<file path="config.mk">
export PLATFORM = sky130hd
export DESIGN_NAME = run_sequencer
export DESIGN_NICKNAME = d
export VERILOG_FILES = /design/src/rtl/run_sequencer.sv
export SDC_FILE = /design/constraint.sdc
export NUM_CORES = 1
export LEC_CHECK = 0
export CAP_MARGIN = 15
export CORE_ASPECT_RATIO = 2
export CORE_MARGIN = 8
export CORE_UTILIZATION = 58
export DETAILED_ROUTE_END_ITERATION = 16
export GPL_ROUTABILITY_DRIVEN = 0
export PLACE_DENSITY = 0.85
export SYNTH_ARGS = -nofsm -noshare
export SYNTH_HDL_FRONTEND = slang
export SYNTH_SLANG_ARGS = --single-unit
</file>
<file path="constraint.sdc">
create_clock -name clock_i -period 5.53 [get_ports clock_i]
set_clock_uncertainty 0.2 [all_clocks]
set_input_delay 1.106 -clock clock_i [delete_from_list [all_inputs] [get_ports clock_i]]
set_output_delay 1.106 -clock clock_i [all_outputs]
set_load 0.01 [all_outputs]
</file>
<file path="src/rtl/run_sequencer.sv">
// run_sequencer: queues CPU start addresses, launches one run at a time,
// measures each run in WAIT cycles (with timeout) and reports the result.
module run_sequencer #(
  parameter int DEPTH   = 4,
  parameter int TIMEOUT = 30000
) (
  input  logic                     clock_i,
  input  logic                     reset_n_i,
  input  logic                     req_valid_i,
  input  logic [7:0]               req_addr_i,
  output logic                     req_ready_o,
  input  logic                     flush_i,
  output logic                     cpu_start_o,
  output logic [7:0]               cpu_start_addr_o,
  input  logic                     cpu_done_i,
  output logic                     result_valid_o,
  input  logic                     result_ready_i,
  output logic [7:0]               result_addr_o,
  output logic [14:0]              result_cycles_o,
  output logic                     result_timeout_o,
  output logic                     busy_o,
  output logic [$clog2(DEPTH):0]   queue_count_o
);

  localparam int          AW       = $clog2(DEPTH);
  localparam logic [AW:0] FULL     = (AW+1)'(DEPTH);
  localparam logic [14:0] TO_VAL   = 15'(TIMEOUT);

  localparam logic [1:0]  S_IDLE   = 2'd0;
  localparam logic [1:0]  S_LAUNCH = 2'd1;
  localparam logic [1:0]  S_WAIT   = 2'd2;
  localparam logic [1:0]  S_REPORT = 2'd3;

  logic [7:0]    r_mem [DEPTH];
  logic [AW-1:0] r_wptr;
  logic [AW-1:0] r_rptr;
  logic [AW:0]   r_count;

  logic [1:0]    r_state;
  logic [7:0]    r_run_addr;
  logic [14:0]   r_cnt;
  logic          r_timeout;
  logic          r_start;

  logic          w_push;
  logic          w_pop;
  logic [14:0]   w_cnt_nxt;
  logic          w_done_ok;
  logic          w_hit_to;

  // Ready depends only on occupancy, so a full queue never bypasses to a pop.
  assign req_ready_o = (r_count != FULL);
  assign w_push      = req_valid_i && req_ready_o && !flush_i;
  assign w_pop       = (r_state == S_IDLE) && (r_count != '0) && !flush_i;

  // r_cnt is 0 during the first WAIT cycle, which masks a stale done.
  assign w_cnt_nxt   = r_cnt + 15'd1;
  assign w_done_ok   = cpu_done_i && (r_cnt != 15'd0);
  assign w_hit_to    = (w_cnt_nxt == TO_VAL);

  // Queue storage; contents need no reset since count gates every read.
  always_ff @(posedge clock_i) begin
    if (w_push) r_mem[r_wptr] <= req_addr_i;
  end

  // Queue pointers and occupancy; flush wins over any push that cycle.
  always_ff @(posedge clock_i) begin
    if (!reset_n_i || flush_i) begin
      r_wptr  <= '0;
      r_rptr  <= '0;
      r_count <= '0;
    end else begin
      if (w_push) r_wptr <= r_wptr + 1'b1;
      if (w_pop)  r_rptr <= r_rptr + 1'b1;
      case ({w_push, w_pop})
        2'b10:   r_count <= r_count + 1'b1;
        2'b01:   r_count <= r_count - 1'b1;
        default: r_count <= r_count;
      endcase
    end
  end

  // Run FSM: pop -> one-cycle start -> count WAIT cycles -> hold result.
  always_ff @(posedge clock_i) begin
    if (!reset_n_i) begin
      r_state    <= S_IDLE;
      r_run_addr <= 8'd0;
      r_cnt      <= 15'd0;
      r_timeout  <= 1'b0;
      r_start    <= 1'b0;
    end else begin
      r_start <= 1'b0;
      case (r_state)
        S_IDLE: begin
          if (w_pop) begin
            r_run_addr <= r_mem[r_rptr];
            r_start    <= 1'b1;
            r_state    <= S_LAUNCH;
          end
        end
        S_LAUNCH: begin
          r_cnt     <= 15'd0;
          r_timeout <= 1'b0;
          r_state   <= S_WAIT;
        end
        S_WAIT: begin
          r_cnt <= w_cnt_nxt;
          if (w_done_ok) begin
            r_timeout <= 1'b0;
            r_state   <= S_REPORT;
          end else if (w_hit_to) begin
            r_timeout <= 1'b1;
            r_state   <= S_REPORT;
          end
        end
        default: begin
          if (result_ready_i) r_state <= S_IDLE;
        end
      endcase
    end
  end

  assign cpu_start_o      = r_start;
  assign cpu_start_addr_o = r_start ? r_run_addr : 8'd0;
  assign result_valid_o   = (r_state == S_REPORT);
  assign result_addr_o    = result_valid_o ? r_run_addr : 8'd0;
  assign result_cycles_o  = result_valid_o ? r_cnt : 15'd0;
  assign result_timeout_o = result_valid_o && r_timeout;
  assign busy_o           = (r_state != S_IDLE);
  assign queue_count_o    = r_count;

endmodule

</file>
==> run_results.csv <==
group,metric,value,unit
power,p_seq_frac,0.479,
route,drc_errors,0,
power,sw_frac_of_total,0.224,
synthesis,async_flop_share,0,
synthesis,ys_types,39,
timing,max_slew_margin,0.388,
cells_and_area,design_area,0.00410,mm2
critical_path,endpoint_kind,"output pin",
synthesis,syn_area_per_cell,10.5,um2
synthesis,synth_edf_count,32,
floorplan,dieArea,0.00854,mm2
synthesis,yosysWarningCount,0,
cells_and_area,fill_cells,401,
synthesis,yosysSeqAreaShare,0.495,
floorplan,core_region_area,0.00561,mm2
route,drt_iter0_markers,216,
cts,cts_tree,"built",
cells_and_area,drive_gt1_frac,0.0845,
global_routing,grt_pass1_vias,2578,
route,ant_nets,0,
timing,final.min_clock_period,3.41,ns
power,intPower,852,uW
power,peakVddDrop,0.000309,V
critical_path,cp.arrival,2.11,ns
timing,finalHoldViolCount,0,
placed_design,numPortBuffers,52,
synthesis,syn_nets,343,
timing,setup_slack,2.12,ns
cts,clock_sinks,66,
timing,setup_viol,0,
timing,holdWs,0.299,ns
timing,max_clock_freq,293,MHz
critical_path,startpoint,"r_state[0]",
cts,ctsResizeCount,0,
cts,hold_buffers,0,
floorplan,io_pins,53,
power,powerDensity,268,mW/mm2
placed_design,place_ws,1.99,ns
cts,post_cts.repair.setup_buffers,0,
global_routing,grt_max_degree,30,
timing,worst_pin_slew,0.915,ns
synthesis,synth_area,0.00332,mm2
global_routing,grt_pass1_wl,12200,um
hold_path,hold_class,"flip-flop to flip-flop",
placed_design,dp_hpwl,4980,um
timing,finalCritPeriodShare,0.617,
cells_and_area,nNetsFinal,388,
critical_path,cp-start-kind,"flip-flop",
critical_path,cp_cell_sequence,"ha_1 > and2_2 > clkdlybuf4s50_1",
power,p_clk_frac,0.462,
floorplan,start_util,0.591,
power,power_leakage,0.00137,uW
route,wl_per_cell,17.1,um
placed_design,placed_cells_incl_taps,412,
floorplan,fp.dieH,123,um
synthesis,synthCells,317,
floorplan,die_x,69.5,um
global_routing,antenna_found_initial,0,
critical_path,cp_slowest_cell,"ha_1",
cells_and_area,fin_cells,428,
placed_design,place_area,0.00383,mm2
cts,numCtsBuffers,9,
cts,h-tree-depth,3,
critical_path,worstPathRequired,4.22,ns
hold_path,hp-start,"r_state[1]",
power,power_frac_comb,0.059,
cells_and_area,diodes,0,
critical_path,critPathKind,"flip-flop to output pin",
floorplan,rows,39,
route,firstDrtPassIters,4,
cts,clkTransAtPathRegs,0.05,ns
timing,drv_slew,0,
cts,clock_latency,0.33,ns
timing,rsz0062_at_grt,"false",
critical_path,cpPeakStageDelay,0.62,ns
run_status,status,"complete, no violations",
route,num_vias,2493,
cts,root_buffer,"clkbuf_16",
critical_path,path_max_fanout,25,
route,routed_wl,7310,um
job,maxCapViolations,0,
critical_path,rr_startpoint,"r_state[0]",
global_routing,grt_usage,0.174,
global_routing,grt_overflow,0,
cts,cts_buffer_depth,2,
synthesis,ys_ff_latch,66,
synthesis,synth_flop_cell,"dfxtp_1",
timing,fin_setup_tns,0,ns
cells_and_area,area_growth,23.6,%
power,switchingPower,246,uW
route,viasPerCell,5.82,
-- path summary, 6_finish.rpt --
path	to	slack [ns]	cells past startpoint
worst min-delay path	r_state[1]	0.30	2
worst max register to register	queue_count_o[2]	2.87	11
worst max-delay path	result_cycles_o[7]	2.12	3
worst min register to register	r_state[1]	0.30	2
-- layer usage --
layer,vias to the layer above,GRT usage,wire (um)
met3,16,0.0538,526
met4,0,0.0839,146
li1,1191,-,-
met1,1191,0.188,2910
met2,95,0.303,3730
met5,-,0,0
-- final cells by class --
class,count,area [um2],area share
Clock buffer,9,225,0.0549
Timing Repair Buffer,53,528,0.129
Inverter,12,45.0,0.0110
Tap cell,61,76.3,0.0186
Sequential cell,66,1640,0.400
Clock inverter,7,45.0,0.0110
Multi-Input combinational cell,220,1540,0.376
-- per-stage QoR --
stage                     total power, uW  utilization
after floorplan                       574            -
after global placement                597        0.683
after detailed placement              600        0.683
after CTS                            1100        0.731
after global routing                 1130        0.731
final                                1100        0.731
-- synthesized netlist by cell type, types with 4 or more instances --
cell	number	area [um2]
nand3_1	10	50.1
edfxtp_1	32	961
inv_1	12	45.0
a21boi_0	5	37.5
a21oi_1	14	70.1
o21ai_0	9	45.0
xor2_1	6	52.6
dfxtp_1	34	681
nor4_1	4	25.0
clkbuf_1	9	33.8
mux2i_1	10	100
nor2b_1	18	113
buf_2	6	30.0
nand2_1	30	113
nor3_1	11	55.1
and2_1	39	244
nor2_1	15	56.3
mux4_2	8	180
nand4_1	4	25.0
ha_1	11	138
-- logic make-up (layout without fill, tap and decap cells) --
family,count (synthesis),after routing,share of synthesized area
flip-flops,66,66,0.495
XOR/XNOR,8,8,0.0211
adder cells (fa/ha/maj),12,12,0.0475
buffers and inverters,31,81,0.0407
multiplexers,18,18,0.0845
AO/OA/AOI/OAI,33,33,0.0588
AND/OR/NAND/NOR,149,149,0.253
-- power groups by stage --
| stage | Clock, uW | Sequential (uW) | Combinational (uW) |
|---|---|---|---|
| after floorplan | 0 | 534 | 39.3 |
| after global placement | 0 | 535 | 61.4 |
| after detailed placement | 0 | 536 | 64.3 |
| after CTS | 511 | 526 | 65.4 |
| after global routing | 533 | 527 | 72.2 |
| final | 507 | 526 | 65.0 |
-- state kept, by name, summed over array words and instances (netlist names) --
register,cells
r_run_addr,8
r_rptr,2
r_wptr,2
r_timeout,1
r_mem,32
r_state,2
r_cnt,15
cpu_start_o,1
queue_count_o,3
-- worst max-delay path, delay by kind of cell (launching register included) --
kind | cells | cell delay, ns
flops | 1 | 0.38
fa+ha+maj | 1 | 0.62
simple gates | 1 | 0.25
buf+inv | 1 | 0.53
-- cell usage in the layout (no fill, tap or decap), types with 11 or more instances in the layout --
cell type        instances
a21oi_1                 14
ha_1                    11
and2_1                  39
nor2_1                  15
nor2b_1                 18
nand2_1                 30
edfxtp_1                32
nor3_1                  11
dfxtp_1                 34
inv_1                   12
clkdlybuf4s50_1         52
Note: power is estimated with default switching activity, not from simulation.
